**src/rtl/stereo_pattern_gen_if.sv**
```systemverilog
// Stereo video bus between the pattern generator and the stereo matcher.
//   enable      : run request into the generator (level)
//   de_out      : active-pixel data enable
//   h_sync_out  : horizontal sync (polarity set by the generator)
//   v_sync_out  : vertical sync
//   pixel_left  : left image pixel, 0 outside active video
//   pixel_right : right image pixel, 0 outside active video
//   busy        : a frame is being emitted
//   frame_cnt   : completed-frame counter (STEREO_PATTERN_GEN_SCROLL_EN builds only)
// master = generator side, slave = consumer side.
interface stereo_pattern_gen_if;
  logic       enable;
  logic       de_out;
  logic       h_sync_out;
  logic       v_sync_out;
  logic [7:0] pixel_left;
  logic [7:0] pixel_right;
  logic       busy;
`ifdef STEREO_PATTERN_GEN_SCROLL_EN
  logic [7:0] frame_cnt;
`endif

  modport master (
    input  enable,
    output de_out, h_sync_out, v_sync_out, pixel_left, pixel_right, busy
`ifdef STEREO_PATTERN_GEN_SCROLL_EN
    , output frame_cnt
`endif
  );

  modport slave (
    output enable,
    input  de_out, h_sync_out, v_sync_out, pixel_left, pixel_right, busy
`ifdef STEREO_PATTERN_GEN_SCROLL_EN
    , input frame_cnt
`endif
  );
endinterface

```
**src/rtl/stereo_pattern_gen.sv**
```systemverilog
// Synthetic stereo video source standing in for camera capture in front of
// the stereo matcher. Raster timing comes from h/v counters; left and right
// pixels come from one texture, the right image shifted by DISP pixels so the
// matcher's expected disparity is known.
//
// Ports:
//   clk     : pixel clock
//   rst_n   : synchronous active-low reset
//   clk_out : clk pass-through
//   vid     : stereo_pattern_gen_if.master (enable in; de/syncs/pixels/busy out)
//
// Optional feature macro STEREO_PATTERN_GEN_SCROLL_EN: adds vid.frame_cnt and
// adds frame_cnt to the texture y term so the pattern scrolls each frame.
//
// Pipeline: state -> counter stage (r_h_cnt/r_v_cnt, qualified by r_cnt_vld)
// -> registered output stage. The first RUN cycle only arms the counter stage,
// so enable seen at edge N gives counters (0,0) after N+1 and de after N+2.
module stereo_pattern_gen #(
  parameter int H_ACTIVE         = 64,
  parameter int H_FRONT          = 4,
  parameter int H_SYNC           = 8,
  parameter int H_BACK           = 4,
  parameter int V_ACTIVE         = 64,
  parameter int V_FRONT          = 2,
  parameter int V_SYNC           = 2,
  parameter int V_BACK           = 2,
  parameter int SYNC_ACTIVE_HIGH = 1,
  parameter int DISP             = 3,
  parameter int PATTERN_MUL      = 37
) (
  input  logic                  clk,
  input  logic                  rst_n,
  output logic                  clk_out,
  stereo_pattern_gen_if.master  vid
);
  localparam int H_TOTAL = H_ACTIVE + H_FRONT + H_SYNC + H_BACK;
  localparam int V_TOTAL = V_ACTIVE + V_FRONT + V_SYNC + V_BACK;
  localparam int HW      = $clog2(H_TOTAL);
  localparam int VW      = $clog2(V_TOTAL);

  localparam logic [HW-1:0] H_LAST  = HW'(H_TOTAL - 1);
  localparam logic [VW-1:0] V_LAST  = VW'(V_TOTAL - 1);
  localparam logic [HW-1:0] H_ACT_W = HW'(H_ACTIVE);
  localparam logic [VW-1:0] V_ACT_W = VW'(V_ACTIVE);
  localparam logic [HW-1:0] HS_BEG  = HW'(H_ACTIVE + H_FRONT);
  localparam logic [HW-1:0] HS_END  = HW'(H_ACTIVE + H_FRONT + H_SYNC);
  localparam logic [VW-1:0] VS_BEG  = VW'(V_ACTIVE + V_FRONT);
  localparam logic [VW-1:0] VS_END  = VW'(V_ACTIVE + V_FRONT + V_SYNC);
  localparam logic          SYNC_ON  = (SYNC_ACTIVE_HIGH != 0);
  localparam logic          SYNC_OFF = ~SYNC_ON;

  typedef enum logic [1:0] {S_IDLE, S_RUN, S_DRAIN} state_t;

  state_t        r_state, w_state_nxt;
  logic [HW-1:0] r_h_cnt, w_h_nxt;
  logic [VW-1:0] r_v_cnt, w_v_nxt;
  logic          r_cnt_vld;
  logic          w_line_end, w_frame_end;

  logic          r_de, r_hs, r_vs, r_busy;
  logic [7:0]    r_pix_l, r_pix_r;
  logic          w_de, w_hs_on, w_vs_on;
  logic [31:0]   w_y;
  logic [7:0]    w_tex_l, w_tex_r;

  assign clk_out     = clk;
  assign w_line_end  = (r_h_cnt == H_LAST);
  assign w_frame_end = w_line_end && (r_v_cnt == V_LAST);

  // ---------------- FSM ----------------
  always_ff @(posedge clk) begin
    if (!rst_n) r_state <= S_IDLE;
    else        r_state <= w_state_nxt;
  end

  always_comb begin
    w_state_nxt = r_state;
    case (r_state)
      S_IDLE:  if (vid.enable) w_state_nxt = S_RUN;
      S_RUN:   if (!vid.enable) w_state_nxt = S_DRAIN;
      S_DRAIN: begin
        // Re-enable wins even on the last cycle: the next frame follows seamlessly.
        if (vid.enable)                    w_state_nxt = S_RUN;
        else if (r_cnt_vld && w_frame_end) w_state_nxt = S_IDLE;
      end
      default: w_state_nxt = S_IDLE;
    endcase
  end

  // ---------------- counter stage ----------------
  always_comb begin
    w_h_nxt = r_h_cnt;
    w_v_nxt = r_v_cnt;
    if (w_state_nxt == S_IDLE) begin
      w_h_nxt = '0;
      w_v_nxt = '0;
    end else if (r_cnt_vld) begin
      if (w_line_end) begin
        w_h_nxt = '0;
        w_v_nxt = (r_v_cnt == V_LAST) ? '0 : r_v_cnt + VW'(1);
      end else begin
        w_h_nxt = r_h_cnt + HW'(1);
      end
    end
  end

  always_ff @(posedge clk) begin
    if (!rst_n) begin
      r_h_cnt   <= '0;
      r_v_cnt   <= '0;
      r_cnt_vld <= 1'b0;
    end else begin
      r_h_cnt   <= w_h_nxt;
      r_v_cnt   <= w_v_nxt;
      // Valid from the second RUN cycle on; drops together with the counter
      // clear on the drain-to-idle edge.
      r_cnt_vld <= (r_state != S_IDLE) && (w_state_nxt != S_IDLE);
    end
  end

  // ---------------- texture ----------------
`ifdef STEREO_PATTERN_GEN_SCROLL_EN
  logic [7:0] r_fc_c;      // frame index seen by the counter stage
  logic [7:0] r_frame_cnt; // same index, aligned with the output stage

  always_ff @(posedge clk) begin
    if (!rst_n) begin
      r_fc_c      <= '0;
      r_frame_cnt <= '0;
    end else begin
      if (r_cnt_vld && w_frame_end) r_fc_c <= r_fc_c + 8'd1;
      r_frame_cnt <= r_fc_c;
    end
  end

  assign vid.frame_cnt = r_frame_cnt;
  assign w_y = 32'(r_v_cnt) + 32'(r_fc_c);
`else
  assign w_y = 32'(r_v_cnt);
`endif

  // Full 32-bit products, truncated to 8 bits only at the end.
  assign w_tex_l = 8'(32'(r_h_cnt) * 32'(PATTERN_MUL) + w_y);
  assign w_tex_r = 8'((32'(r_h_cnt) + 32'(DISP)) * 32'(PATTERN_MUL) + w_y);

  // ---------------- output stage ----------------
  assign w_de    = r_cnt_vld && (r_h_cnt < H_ACT_W) && (r_v_cnt < V_ACT_W);
  assign w_hs_on = r_cnt_vld && (r_h_cnt >= HS_BEG) && (r_h_cnt < HS_END);
  assign w_vs_on = r_cnt_vld && (r_v_cnt >= VS_BEG) && (r_v_cnt < VS_END);

  always_ff @(posedge clk) begin
    if (!rst_n) begin
      r_de    <= 1'b0;
      r_hs    <= SYNC_OFF;
      r_vs    <= SYNC_OFF;
      r_pix_l <= '0;
      r_pix_r <= '0;
      r_busy  <= 1'b0;
    end else begin
      r_de    <= w_de;
      r_hs    <= w_hs_on ? SYNC_ON : SYNC_OFF;
      r_vs    <= w_vs_on ? SYNC_ON : SYNC_OFF;
      r_pix_l <= w_de ? w_tex_l : 8'h00;
      r_pix_r <= w_de ? w_tex_r : 8'h00;
      // Running flag delayed to line up with the output stage.
      r_busy  <= r_cnt_vld;
    end
  end

  assign vid.de_out      = r_de;
  assign vid.h_sync_out  = r_hs;
  assign vid.v_sync_out  = r_vs;
  assign vid.pixel_left  = r_pix_l;
  assign vid.pixel_right = r_pix_r;
  assign vid.busy        = r_busy;
endmodule

```
**src/flat_wrapper.sv**
```systemverilog
// flat-port wrapper written by rule: the top's interface ports become plain ports
module stereo_pattern_gen_flat 
#(
  parameter int H_ACTIVE         = 64,
  parameter int H_FRONT          = 4,
  parameter int H_SYNC           = 8,
  parameter int H_BACK           = 4,
  parameter int V_ACTIVE         = 64,
  parameter int V_FRONT          = 2,
  parameter int V_SYNC           = 2,
  parameter int V_BACK           = 2,
  parameter int SYNC_ACTIVE_HIGH = 1,
  parameter int DISP             = 3,
  parameter int PATTERN_MUL      = 37
)
  (clk, rst_n, clk_out, vid_enable, vid_de_out, vid_h_sync_out, vid_v_sync_out, vid_pixel_left, vid_pixel_right, vid_busy);
  stereo_pattern_gen_if vid_i ();
  input  logic clk;
  input  logic rst_n;
  output logic clk_out;
  input wire logic [$bits(vid_i.enable)-1:0] vid_enable;
  output wire logic [$bits(vid_i.de_out)-1:0] vid_de_out;
  output wire logic [$bits(vid_i.h_sync_out)-1:0] vid_h_sync_out;
  output wire logic [$bits(vid_i.v_sync_out)-1:0] vid_v_sync_out;
  output wire logic [$bits(vid_i.pixel_left)-1:0] vid_pixel_left;
  output wire logic [$bits(vid_i.pixel_right)-1:0] vid_pixel_right;
  output wire logic [$bits(vid_i.busy)-1:0] vid_busy;
  assign vid_i.enable = vid_enable;
  assign vid_de_out = vid_i.de_out;
  assign vid_h_sync_out = vid_i.h_sync_out;
  assign vid_v_sync_out = vid_i.v_sync_out;
  assign vid_pixel_left = vid_i.pixel_left;
  assign vid_pixel_right = vid_i.pixel_right;
  assign vid_busy = vid_i.busy;
  stereo_pattern_gen #(.H_ACTIVE(H_ACTIVE), .H_FRONT(H_FRONT), .H_SYNC(H_SYNC), .H_BACK(H_BACK), .V_ACTIVE(V_ACTIVE), .V_FRONT(V_FRONT), .V_SYNC(V_SYNC), .V_BACK(V_BACK), .SYNC_ACTIVE_HIGH(SYNC_ACTIVE_HIGH), .DISP(DISP), .PATTERN_MUL(PATTERN_MUL)) u_core (.clk(clk), .rst_n(rst_n), .clk_out(clk_out), .vid(vid_i));
endmodule
```
**config.mk**
```make
export PLATFORM = sky130hd
export DESIGN_NAME = stereo_pattern_gen_flat
export DESIGN_NICKNAME = d
export VERILOG_FILES = /design/src/rtl/stereo_pattern_gen_if.sv /design/src/rtl/stereo_pattern_gen.sv /design/src/flat_wrapper.sv
export SDC_FILE = /design/constraint.sdc
export NUM_CORES = 1
export LEC_CHECK = 0
export CAP_MARGIN = 10
export CORE_AREA = 4 4 91 93
export CTS_CLUSTER_SIZE = 10
export DETAILED_ROUTE_END_ITERATION = 7
export DIE_AREA = 0 0 95 97
export GPL_ROUTABILITY_DRIVEN = 1
export REMOVE_ABC_BUFFERS = 1
export SYNTH_ARGS = -nofsm -noshare
export SYNTH_HDL_FRONTEND = slang
export SYNTH_SLANG_ARGS = --single-unit
```
**constraint.sdc**
```tcl
create_clock -name clk -period 4.6 [get_ports clk]
set_clock_uncertainty 0.2 [all_clocks]
set_input_delay 0.69 -clock clk [delete_from_list [all_inputs] [get_ports clk]]
set_output_delay 0.69 -clock clk [all_outputs]
set_load 0.1 [all_outputs]
```
==> results of run 1 <==
## layer usage
layer,wire length (um),up-vias
met3,194,8
met5,0,-
met4,64,0
li1,-,941
met2,2250,33
met1,2330,803
## final timing paths
path                                           to                            from  cells after the start
min reg2reg           u_core.r_cnt_vld$_SDFF_PN0_    u_core.r_state[0]$_SDFF_PN0_                      2
max                                       clk_out                             clk                      3
min                   u_core.r_cnt_vld$_SDFF_PN0_    u_core.r_state[0]$_SDFF_PN0_                      2
max reg2reg  u_core.vid.pixel_right[7]$_SDFF_PN0_  u_core.r_h_cnt[0]$_SDFFE_PP0P_                     15
## worst register-to-register path, cell delays in order, from the launching register on
cell     delay (ns)
dfxtp_1        0.50
inv_1          0.10
ha_1           0.28
nor2_1         0.20
nand3_1        0.11
xnor2_1        0.16
ha_1           0.29
ha_1           0.27
inv_1          0.05
fa_1           0.49
fa_1           0.42
xnor2_1        0.20
xnor3_1        0.35
and3_1         0.18
or3_1          0.34
a21oi_1        0.14
## cell families after synthesis
logic type,after synthesis,share of synthesized area
compound gates,32,0.0756
xor+xnor,31,0.119
fa+ha+maj,55,0.298
buf+inv,41,0.0688
flops,37,0.289
mux,4,0.0161
simple gates,68,0.134
## cells in the final DEF (no fill, tap or decap), types with 3 or more instances in the layout
master | netlist | routed
fa_1 | 10 | 10
nand2b_1 | 4 | 4
mux2i_1 | 3 | 3
nor2b_1 | 3 | 3
inv_1 | 33 | 33
clkdlybuf4s50_1 | 0 | 23
xor2_1 | 10 | 10
nor3_1 | 3 | 3
nand4_1 | 6 | 6
o21ai_0 | 8 | 8
xnor2_1 | 19 | 19
buf_4 | 1 | 5
nand2_1 | 12 | 12
ha_1 | 45 | 45
nor2_1 | 23 | 23
clkbuf_8 | 0 | 8
a21oi_1 | 12 | 12
a21o_1 | 4 | 4
dfxtp_1 | 37 | 37
and2_1 | 6 | 6
## stage by stage
stage	hold slack, ns	util	area, um^2	worst slack, ns
finish	0.368	0.410	3090	0.229
global route	0.397	0.410	3090	0.00276
floorplan	0.302	-	2510	0.454
global placement	0.329	0.387	2910	0.399
detailed placement	0.355	0.387	2910	0.264
CTS	0.368	0.410	3090	0.218
## area by class of cell
class | instances | area (um^2)
Fill cell | 790 | 4440
Sequential cell | 37 | 741
Clock buffer | 9 | 120
Multi-Input combinational cell | 190 | 1650
Clock inverter | 3 | 68.8
Timing Repair Buffer | 27 | 258
Inverter | 34 | 128
Tap cell | 102 | 128
## power by group
part	switching, uW	internal, uW	leakage, uW
combinational	41.9	20.9	0.000995
clock	215	288	0.0000942
sequential	3.01	324	0.000299
total	260	634	0.00139
## sequential cells by signal (all words and copies together), names as in the netlist
signal	flops
u_core.vid.de_out	1
u_core.vid.h_sync_out	1
u_core.r_state	2
u_core.vid.busy	1
u_core.vid.v_sync_out	1
u_core.vid.pixel_right	8
u_core.r_h_cnt	7
u_core.r_cnt_vld	1
u_core.vid.pixel_left	8
u_core.r_v_cnt	7
==> results.cfg, run 1 <==
[clock_network]
cts_setup_buffers = 0
tritoncts = yes
path_clk_slew_ns = 0.08
hold_buffers = 0
clock_latency_ns = 0.41
cts-resized-gates = 0

[worst_setup_path]
worst-setup-path-type = clock port to primary output
crit_path_end_kind = primary output
crit_top_cell = clkbuf_8
r2r_setup_slack_ns = 0.25
cp.arrival_ns = 3.48
critPathBufInv = 3
worstPathRequired_ns = 3.71
cpPeakStageDelay_ns = 0.95
cp_cell_sequence = clkbuf_8, clkbuf_8, clkdlybuf4s50_1
cp_top_family = buffers and inverters
crit_path_start_kind = clock port
cp_max_fo = 2
cp_slowest_cell = clkdlybuf4s50_1

[finish]
n_antenna_cell = 0
nets = 357
fin_cells = 402
drive_gt1_frac = 0.0667
areaGrowthSynthToFinish_pct = 20.5

[run]
cap_viol_max_count = 0

[synth]
synth_area_leader_cell = dfxtp_1
synth_edf_count = 0
yosysTopAreaCellShare = 0.289
ys.flop_type = dfxtp_1
yosysUniqueCellTypes = 39
async_reset_ff_frac = 0
yosysSeqAreaShare = 0.289
synth.avg_cell_area_um2 = 9.57
synthTopCellsByArea = dfxtp_1 (29%), ha_1 (22%), fa_1 (7.8%)
yosys_register_bits = 37
syn_inst = 268
synth_common_cells = ha_1 (45), dfxtp_1 (37), inv_1 (33)
synth_most_common_cell = ha_1
syn_area_um2 = 2560
ys_warn_count = 0

[global_route]
grt_use_total = 0.120
grt_pass1_wl_um = 8550
first_global_vias = 1868
grt_util_met3 = 0.0342
grt_max_degree = 14
grt_use_met2 = 0.193
antenna_found_initial = 0
grt.busiest_layer = met2
grtUsageMet1 = 0.152
grt.overflow.total = 0

[routing]
first_iter_violations = 84
ant_nets = 0
vias_per_cell = 4.44
firstDrtPassIters = 4
drt-wirelength-per-cell_um = 12.1
wl_um = 4850
vias = 1785
drc = 0

[place]
place_inst = 391
hpwl_um = 3740
finalWeightedCongestion = 0.826
port_buffers = 23

[timing]
tns_ns = 0
finalHoldViolations = 0
slew_headroom = 0.352
max_freq_mhz = 230
drv_slew = 0
finalCritPeriodShare = 0.950
post-route-min-period_ns = 4.37
grt_setup_unrepaired = false
setup_viol = 0
worst_pin_slew_ns = 0.968

[die]
rows = 32
die_area_um2 = 9220
io-pin-count = 24
die_h_um = 97
die_w_um = 95
initial_core_util = 0.341
core_region_area_um2 = 7530

[pwr]
leakage_uw = 0.00139
report.power.total_uw = 894
ir_worst_vdd_mv = 0.354
p_per_area_nw_per_um2 = 289

[hold_path]
hold_path.class = flip-flop to flip-flop

[status]
status = finished clean
No activity file was read; power rests on OpenSTA's default activity.
==> inputs of run 2 (changes only) <==
--- a/config.mk
+++ b/config.mk
@@ -5,13 +5,16 @@
 export SDC_FILE = /design/constraint.sdc
 export NUM_CORES = 1
 export LEC_CHECK = 0
+export ABC_CLOCK_PERIOD_IN_PS = 4600
 export CAP_MARGIN = 10
 export CORE_AREA = 4 4 91 93
 export CTS_CLUSTER_SIZE = 10
 export DETAILED_ROUTE_END_ITERATION = 7
 export DIE_AREA = 0 0 95 97
 export GPL_ROUTABILITY_DRIVEN = 1
+export GPL_TIMING_DRIVEN = 0
 export REMOVE_ABC_BUFFERS = 1
+export SKIP_LAST_GASP = 1
 export SYNTH_ARGS = -nofsm -noshare
 export SYNTH_HDL_FRONTEND = slang
 export SYNTH_SLANG_ARGS = --single-unit
==> run 2 against run 1 <==
Against the previous run:
- core utilization decreased by 0.43 points
- power decreased by 0.42%
- critical path depth stayed put
- via count down 1.1%
- highest routed layer unchanged
==> results.cfg, run 2 (synthesis gave the netlist of run 1 again) <==
[global_route]
grt_pass1_wl_um = 8250
grt_max_degree = 14
grt.overflow.total = 0
first_global_vias = 1818
antenna_found_initial = 0
grt_use_total = 0.115

[worst_setup_path]
crit_path_end_kind = primary output
cp_slowest_cell = clkdlybuf4s50_1
cp_max_fo = 2
cp.depth = 3
cp.arrival_ns = 3.48
cpPeakStageDelay_ns = 0.95
cp_cell_sequence = clkbuf_8, clkbuf_8, clkdlybuf4s50_1
worstPathRequired_ns = 3.71
r2r_cells = 15
critPathBufInv = 3
cp_top_family = buffers and inverters
crit_path_start_kind = clock port
crit_top_cell = clkbuf_8
worst-setup-path-type = clock port to primary output

[timing]
drv_slew = 0
worst_pin_slew_ns = 0.974
grt_setup_unrepaired = false
post-route-min-period_ns = 4.37
finalCritPeriodShare = 0.950
tns_ns = 0
setup_viol = 0
hold_slack_ns = 0.344
max_freq_mhz = 230
slew_headroom = 0.349
finalHoldViolations = 0

[place]
finalWeightedCongestion = 0.808
hpwl_um = 3570
port_buffers = 23

[clock_network]
path_clk_slew_ns = 0.08
hold_buffers = 0
clock_latency_ns = 0.41
tritoncts = yes

[finish]
areaGrowthSynthToFinish_pct = 19.2
final_cell_mix = ha_1 (45), dfxtp_1 (35), inv_1 (33)
fin_util = 0.406
n_antenna_cell = 0
nets = 352
final_common_cell = ha_1
drive_gt1_frac = 0.0610

[die]
die_area_um2 = 9220
rows = 32
die_h_um = 97
io-pin-count = 24
die_w_um = 95
initial_core_util = 0.341
core_region_area_um2 = 7530

[routing]
first_iter_violations = 46
vias = 1766
drt-wirelength-per-cell_um = 11.5
drc = 0
ant_nets = 0
vias_per_cell = 4.45
wl_um = 4560
firstDrtPassIters = 4

[run]
cap_viol_max_count = 0

[pwr]
p_per_area_nw_per_um2 = 291
ir_worst_vdd_mv = 0.376
leakage_uw = 0.00136

[hold_path]
whs_path_depth = 2
hold_path.class = flip-flop to flip-flop

[status]
status = finished clean
-- run 2: worst reg2reg max path, stage by stage, from the launching register on --
cell and delay [ns]:
dfxtp_2 0.43, inv_1 0.17, ha_1 0.32, nor2_2 0.16
nand3_1 0.11, xnor2_1 0.16, ha_1 0.28, ha_1 0.28
inv_1 0.06, fa_1 0.50, fa_1 0.42, xnor2_1 0.20
xnor3_1 0.35, and3_1 0.18, or3_1 0.34, a21oi_1 0.14
-- run 2: power by group --
group          leakage, uW  switching [uW]  internal [uW]
Combinational     0.000969            41.5           20.5
Clock            0.0000942             212            288
Sequential        0.000300            3.16            324
Total              0.00136             257            633
-- run 2: routing by layer --
layer | routed length, um | up-vias | track usage
li1 | - | 937 | -
met1 | 2190 | 791 | 0.145
met2 | 2100 | 29 | 0.177
met3 | 176 | 9 | 0.0334
met4 | 100 | 0 | 0.0577
met5 | 0 | - | 0
-- run 2: path summary, 6_finish.rpt --
kind | start | to | slack [ns]
worst max-delay path | clk | clk_out | 0.23
worst max register to register | u_core.r_h_cnt[0]$_SDFFE_PP0P_ | u_core.vid.pixel_right[7]$_SDFF_PN0_ | 0.25
worst min register to register | u_core.r_state[0]$_SDFF_PN0_ | u_core.r_cnt_vld$_SDFF_PN0_ | 0.34
worst min-delay path | u_core.r_state[0]$_SDFF_PN0_ | u_core.r_cnt_vld$_SDFF_PN0_ | 0.34
-- run 2: per-stage QoR --
step           total power [uW]  area, um^2  worst slack, ns  std cells
2_1_floorplan               382        2510            0.454        261
3_3_place_gp                482        2870            0.148        386
3_5_place_dp                483        2870           0.0580        386
4_1_cts                     907        3050           0.0424        397
5_1_grt                     931        3060           0.0411        397
6_report                    890        3060            0.230        397
-- run 2: timing repair --
action,4_1_cts,5_1_grt
endpoints found under the setup margin,0,1
resized for setup,0,3
setup buffers,0,0
-- run 2: layout make-up --
type | count | area [um^2]
fill | 779 | 4470
sequential | 37 | 743
timing repair buffer | 22 | 220
tap | 102 | 128
clock buffer | 9 | 120
clock inverter | 3 | 68.8
inverter | 34 | 128
multi-input combinational | 190 | 1650
==> inputs of run 3 (changes only) <==
--- a/config.mk
+++ b/config.mk
@@ -7,10 +7,10 @@
 export LEC_CHECK = 0
 export ABC_CLOCK_PERIOD_IN_PS = 4600
 export CAP_MARGIN = 10
-export CORE_AREA = 4 4 91 93
+export CORE_AREA = 4 4 98 100
 export CTS_CLUSTER_SIZE = 10
 export DETAILED_ROUTE_END_ITERATION = 7
-export DIE_AREA = 0 0 95 97
+export DIE_AREA = 0 0 102 104
 export GPL_ROUTABILITY_DRIVEN = 1
 export GPL_TIMING_DRIVEN = 0
 export REMOVE_ABC_BUFFERS = 1
==> run 3 against run 2 <==
Against the previous run:
- non-clock buffer count unchanged
- via count up 0.57%
- critical endpoint unchanged
- sequential power about the same
- combinational power about the same
- core utilization down 5.8 points
- power down 12%
- largest cell class unchanged
==> results.cfg, run 3 (synthesis gave the netlist of run 1 again) <==
[finish]
final_cell_mix = ha_1 (44), dfxtp_1 (34), inv_1 (33)
areaGrowthSynthToFinish_pct = 17.8
final_common_cell = ha_1
drive_gt1_frac = 0.0644
fillers = 907
fin_area_um2 = 3020
nets = 352
n_antenna_cell = 0

[worst_setup_path]
cp_cell_sequence = clkbuf_8, clkbuf_8, clkdlybuf4s50_1
worstPathRequired_ns = 3.71
cpPeakStageDelay_ns = 0.96
crit_top_cell = clkbuf_8
crit_path_end_kind = primary output
cp.arrival_ns = 3.48
cp_top_family = buffers and inverters
crit_path_start_kind = clock port
cp_slowest_cell = clkdlybuf4s50_1
worst-setup-path-type = clock port to primary output
critPathBufInv = 3
cp_max_fo = 2

[place]
finalWeightedCongestion = 0.740
pre_cts_ws_ns = 0.0202
place_area_um2 = 2880
hpwl_um = 3670
port_buffers = 23

[timing]
setup_ws_ns = 0.228
grt_setup_unrepaired = false
worst_pin_slew_ns = 0.972
finalHoldViolations = 0
tns_ns = 0
setup_viol = 0
slew_headroom = 0.350
drv_slew = 0

[die]
initial_core_util = 0.295
die_area_um2 = 10600
die_w_um = 102
rows = 34
core_region_area_um2 = 8680
io-pin-count = 24
die_h_um = 104

[clock_network]
cts_setup_buffers = 0
hold_buffers = 0
tritoncts = yes
path_clk_slew_ns = 0.08
clock_latency_ns = 0.40

[pwr]
leakage_uw = 0.00134
ir_worst_vdd_mv = 0.440
p_per_area_nw_per_um2 = 259

[routing]
firstDrtPassIters = 4
ant_nets = 0
vias_per_cell = 4.41
vias = 1776
drc = 0
first_iter_violations = 51
wl_um = 4710
drt-wirelength-per-cell_um = 11.7

[global_route]
grt_use_total = 0.101
grt_max_degree = 14
grt_pass1_wl_um = 8510
grt.overflow.total = 0
antenna_found_initial = 0
first_global_vias = 1850

[run]
cap_viol_max_count = 0

[status]
status = finished clean

[hold_path]
hold_path.class = flip-flop to flip-flop
-- run 3: changes by cell type in the layout (fill, tap and decap cells not counted) --
cell / before / now
nor2_2: 1 / 0
nor2_1: 22 / 23
ha_2: 0 / 1
clkinv_2: 0 / 1
clkinvlp_4: 0 / 1
bufinv_16: 2 / 0
dfxtp_4: 0 / 1
ha_1: 45 / 44
dfxtp_1: 35 / 34
-- run 3: routing by layer --
metal | routed length [um] | share of wire | global-route usage
met5 | 0 | 0 | 0
met4 | 43 | 0.0091 | 0.0309
met2 | 2300 | 0.49 | 0.172
met1 | 2180 | 0.46 | 0.119
met3 | 191 | 0.041 | 0.0315
-- run 3: layout make-up --
cell class / count / area, um^2 / share of cell area
Clock buffer: 9 / 120 / 0.0398
Clock inverter: 3 / 21.3 / 0.00704
Inverter: 34 / 128 / 0.0423
Multi-Input combinational cell: 190 / 1650 / 0.546
Sequential cell: 37 / 747 / 0.247
Tap cell: 108 / 135 / 0.0447
Timing Repair Buffer: 22 / 220 / 0.0729
-- run 3: repair_timing --
action / in CTS / in global routing
endpoints found under the hold margin: 0 / 0
gates resized for setup: 1 / 4
endpoints found under the setup margin: 1 / 1
-- run 3: through the flow --
stage	utilization	std cells	power [uW]	hold WS, ns
floorplan	-	261	382	0.302
global placement	0.332	392	482	0.330
detailed placement	0.332	392	483	0.341
CTS	0.347	403	791	0.354
global route	0.348	403	818	0.426
finish	0.348	403	783	0.352
-- run 3: path summary, 6_finish.rpt --
kind,from,end,slack (ns),cells after the start
hold reg to reg,u_core.r_state[0]$_SDFF_PN0_,u_core.r_cnt_vld$_SDFF_PN0_,0.35,2
hold / removal,u_core.r_state[0]$_SDFF_PN0_,u_core.r_cnt_vld$_SDFF_PN0_,0.35,2
setup reg to reg,u_core.r_h_cnt[0]$_SDFFE_PP0P_,u_core.vid.pixel_right[7]$_SDFF_PN0_,0.31,15
setup / recovery,clk,clk_out,0.23,3
-- run 3: worst register-to-register path, stage by stage, from the launching register on --
cell and delay, ns:
dfxtp_4 0.41, inv_1 0.14, ha_2 0.26, nor2_1 0.17, nand3_1 0.11, xnor2_1 0.16
ha_1 0.28, ha_1 0.28, inv_1 0.05, fa_1 0.49, fa_1 0.41, xnor2_1 0.21
xnor3_1 0.36, and3_1 0.18, or3_1 0.34, a21oi_1 0.16
-- run 3: power breakdown --
group          switching, uW  internal (uW)
clock network            216            177
logic                   41.5           20.6
registers               3.14            324
==> edit: new RTL, settings of run 3 <==
Encoding of `state_t`: now one-hot (3 bits for 3 states).
--- a/src/rtl/stereo_pattern_gen.sv
+++ b/src/rtl/stereo_pattern_gen.sv
@@ -51,3 +51,3 @@
 
-  typedef enum logic [1:0] {S_IDLE, S_RUN, S_DRAIN} state_t;
+  typedef enum logic [2:0] {S_IDLE = 3'b001, S_RUN = 3'b010, S_DRAIN = 3'b100} state_t;
 
Formal check against the unedited RTL: same outputs for any inputs over 10 cycles, from zero or initial values and one cycle with rst_n low; not proved beyond that.
==> edit against run 3 <==
  * Setup slack hardly changed
  * Sequential share of layout area fell by 0.25 points
  * Sequential cell count grew 1
  * Wire length increased by 3.1%
  * Critical path depth unchanged
  * Synthesized area grew 4.0%
  * Cell area grew 3.2%
  * Critical path type unchanged
  * Critical endpoint unchanged
  * Largest cell class unchanged
Power is not compared: it rests on default switching activity, and its combinational part moved more than twofold at a synthesized area within 25%.
==> edit: results (changes against run 3) <==
Critical path
  • Worst reg2reg path endpoint: u_core.vid.pixel_right[7]
  • Depth of the most critical reg-to-reg path: 15 (unchanged)
  • WP data arrival: 3.48 ns (about the same)
  • First element of the critical path: clk
  • Critical Path Max Stage Delay: 0.96 ns (about the same)
  • Top Family by Delay on Critical Path: buffers and inverters
  • Slack of the worst reg-to-reg path: 0.28 ns (-0.03 ns)
  • Cell with the largest stage delay on the worst path: sky130_fd_sc_hd__clkdlybuf4s50_1

Clock network
  • Clock network latency to the later pin of the worst-skew pair: 0.40 ns (about the same)
  • Worst-path clk slew: 0.08 ns (about the same)
  • Setup bufs post-CTS: 0 (unchanged)

Logic synthesis
  • Syn Inst Count: 284 (+6.0%)
  • Asr flop ratio synth: 0% (unchanged)
  • Area contributors post-synth: sky130_fd_sc_hd__dfxtp_1 29%, sky130_fd_sc_hd__ha_1 21%, sky130_fd_sc_hd__fa_1 7.5%
  • Seq/Total Area, Yosys: 28.5% (-0.35 points)
  • Distinct cell type count of the synthesized netlist: 42 (+7.7%)
  • Dominant cell by count in the synthesized netlist: sky130_fd_sc_hd__ha_1
  • Leading cell types by count after synthesis: 45 x sky130_fd_sc_hd__ha_1, 38 x sky130_fd_sc_hd__dfxtp_1, 36 x sky130_fd_sc_hd__inv_1, 21 x sky130_fd_sc_hd__xnor2_1

Global route
  • Global-route wire length before repair: 8470 µm (-0.48%)
  • Global Route Usage Sum: 9.97% (-0.11 points)
  • Maximum number of pins on one net before global-route repair: 14 (unchanged)

Placement
  • Total instance count after detailed placement: 407 (+3.8%)
  • Dpl hpwl: 3750 µm (+2.3%)
  • Final Wtd Congestion: 0.766 (+3.6%)
  • IO buf count: 23 (unchanged)

Pwr
  • Lkg Pwr: 0.00134 µW
  • Maximum vdd ir drop: roughly 0.00036 V

Timing
  • Post-route worst hold slack: 0.376 ns (+0.0240 ns)
  • Worst slew slack as a fraction of its limit: 35.3% (+0.27 points)

Layout
  • Share of layout cells above drive strength 1: 6.45% (+0.011 points)
  • Ant diodes: 0 (unchanged)
  • Fill cells: 910 (+0.33%)
  • Number of nets at the end of the flow: 367 (+4.3%)

Route
  • Sum of routed wire length over all layers: 4860 µm (+3.1%)
  • Violation count after the first detailed-routing iteration: 70 (+37%)
  • Length of the first detailed-routing pass in iterations: 4 (unchanged)
  • Total DRC errors in the routed layout: 0 (unchanged)
  • Mean routed wirelength per cell: 11.6 µm (-0.64%)
  • Via count: 1896 (+6.8%)

Min path
  • Worst min-delay path category: flip-flop to flip-flop

Status
  • Outcome: finished, final reports clean
## edit: cell types whose count changed in the layout (fill, tap and decap cells not counted), moves of 3 or more
cell                      delta
sky130_fd_sc_hd__a21oi_1     +6
sky130_fd_sc_hd__nor2_1      -5
sky130_fd_sc_hd__inv_1       +3
sky130_fd_sc_hd__nand4_1     -3
## edit: metrics by stage
step	instance area (µm²)	setup slack, ns
finish	3120	0.228
global route	3120	0.0440
CTS	3120	0.0853
detailed placement	2980	0.107
global placement	2980	0.144
floorplan	2610	0.479
## edit: cell type report
type                       count  area (µm²)  area share (%)
inverter                      37         139            4.45
timing repair buffer          22         220            7.06
clock inverter                 2        12.5           0.401
clock buffer                  10         134            4.29
tap                          108         135            4.33
multi-input combinational    201        1710            55.0
sequential                    38         763            24.5
## edit: repair_timing
action                                  CTS  global route
endpoints found under the hold margin     0             0
endpoints found under the setup margin    0             1
resized for setup                         0             2
## edit: worst min-delay path by stage
stage | start | to | cells past startpoint
after floorplan | u_core.r_v_cnt[2] | u_core.vid.v_sync_out | 1
after global placement | u_core.r_v_cnt[5] | u_core.r_v_cnt[5] | 2
after detailed placement | u_core.r_v_cnt[2] | u_core.vid.v_sync_out | 1
after CTS | u_core.r_v_cnt[2] | u_core.vid.v_sync_out | 1
after global routing | u_core.r_v_cnt[2] | u_core.vid.v_sync_out | 1
final | u_core.r_v_cnt[2] | u_core.vid.v_sync_out | 1
## edit: routing by layer
| layer | GRT usage, % | share of wire, % | wire [µm] | vias to the layer above |
|---|---|---|---|---|
| met5 | 0 | 0 | 0 | - |
| met4 | 3.75 | 1.1 | 55 | 0 |
| met3 | 2.88 | 4.2 | 202 | 6 |
| met2 | 16.5 | 46 | 2230 | 34 |
| met1 | 12.1 | 49 | 2370 | 867 |
| li1 | - | - | - | 989 |
## edit: power by group through the flow
stage          logic [µW]  clock network [µW]  registers [µW]
4_1_cts              22.7                 416             334
2_1_floorplan        11.3                   0             346
3_3_place_gp         22.5                85.3             341
6_report             22.3                 403             334
3_5_place_dp         22.5                85.3             342
5_1_grt              24.6                 429             334
## edit: kinds of logic (layout without fill, tap and decap cells)
kind of cell,after synthesis,count (layout),synth area share (%)
xor+xnor,30,30,10.4
mux,4,4,1.55
flops,38,38,28.5
simple gates,69,69,13.5
buf+inv,45,71,7.14
compound gates,43,43,10.2
fa+ha+maj,55,55,28.6
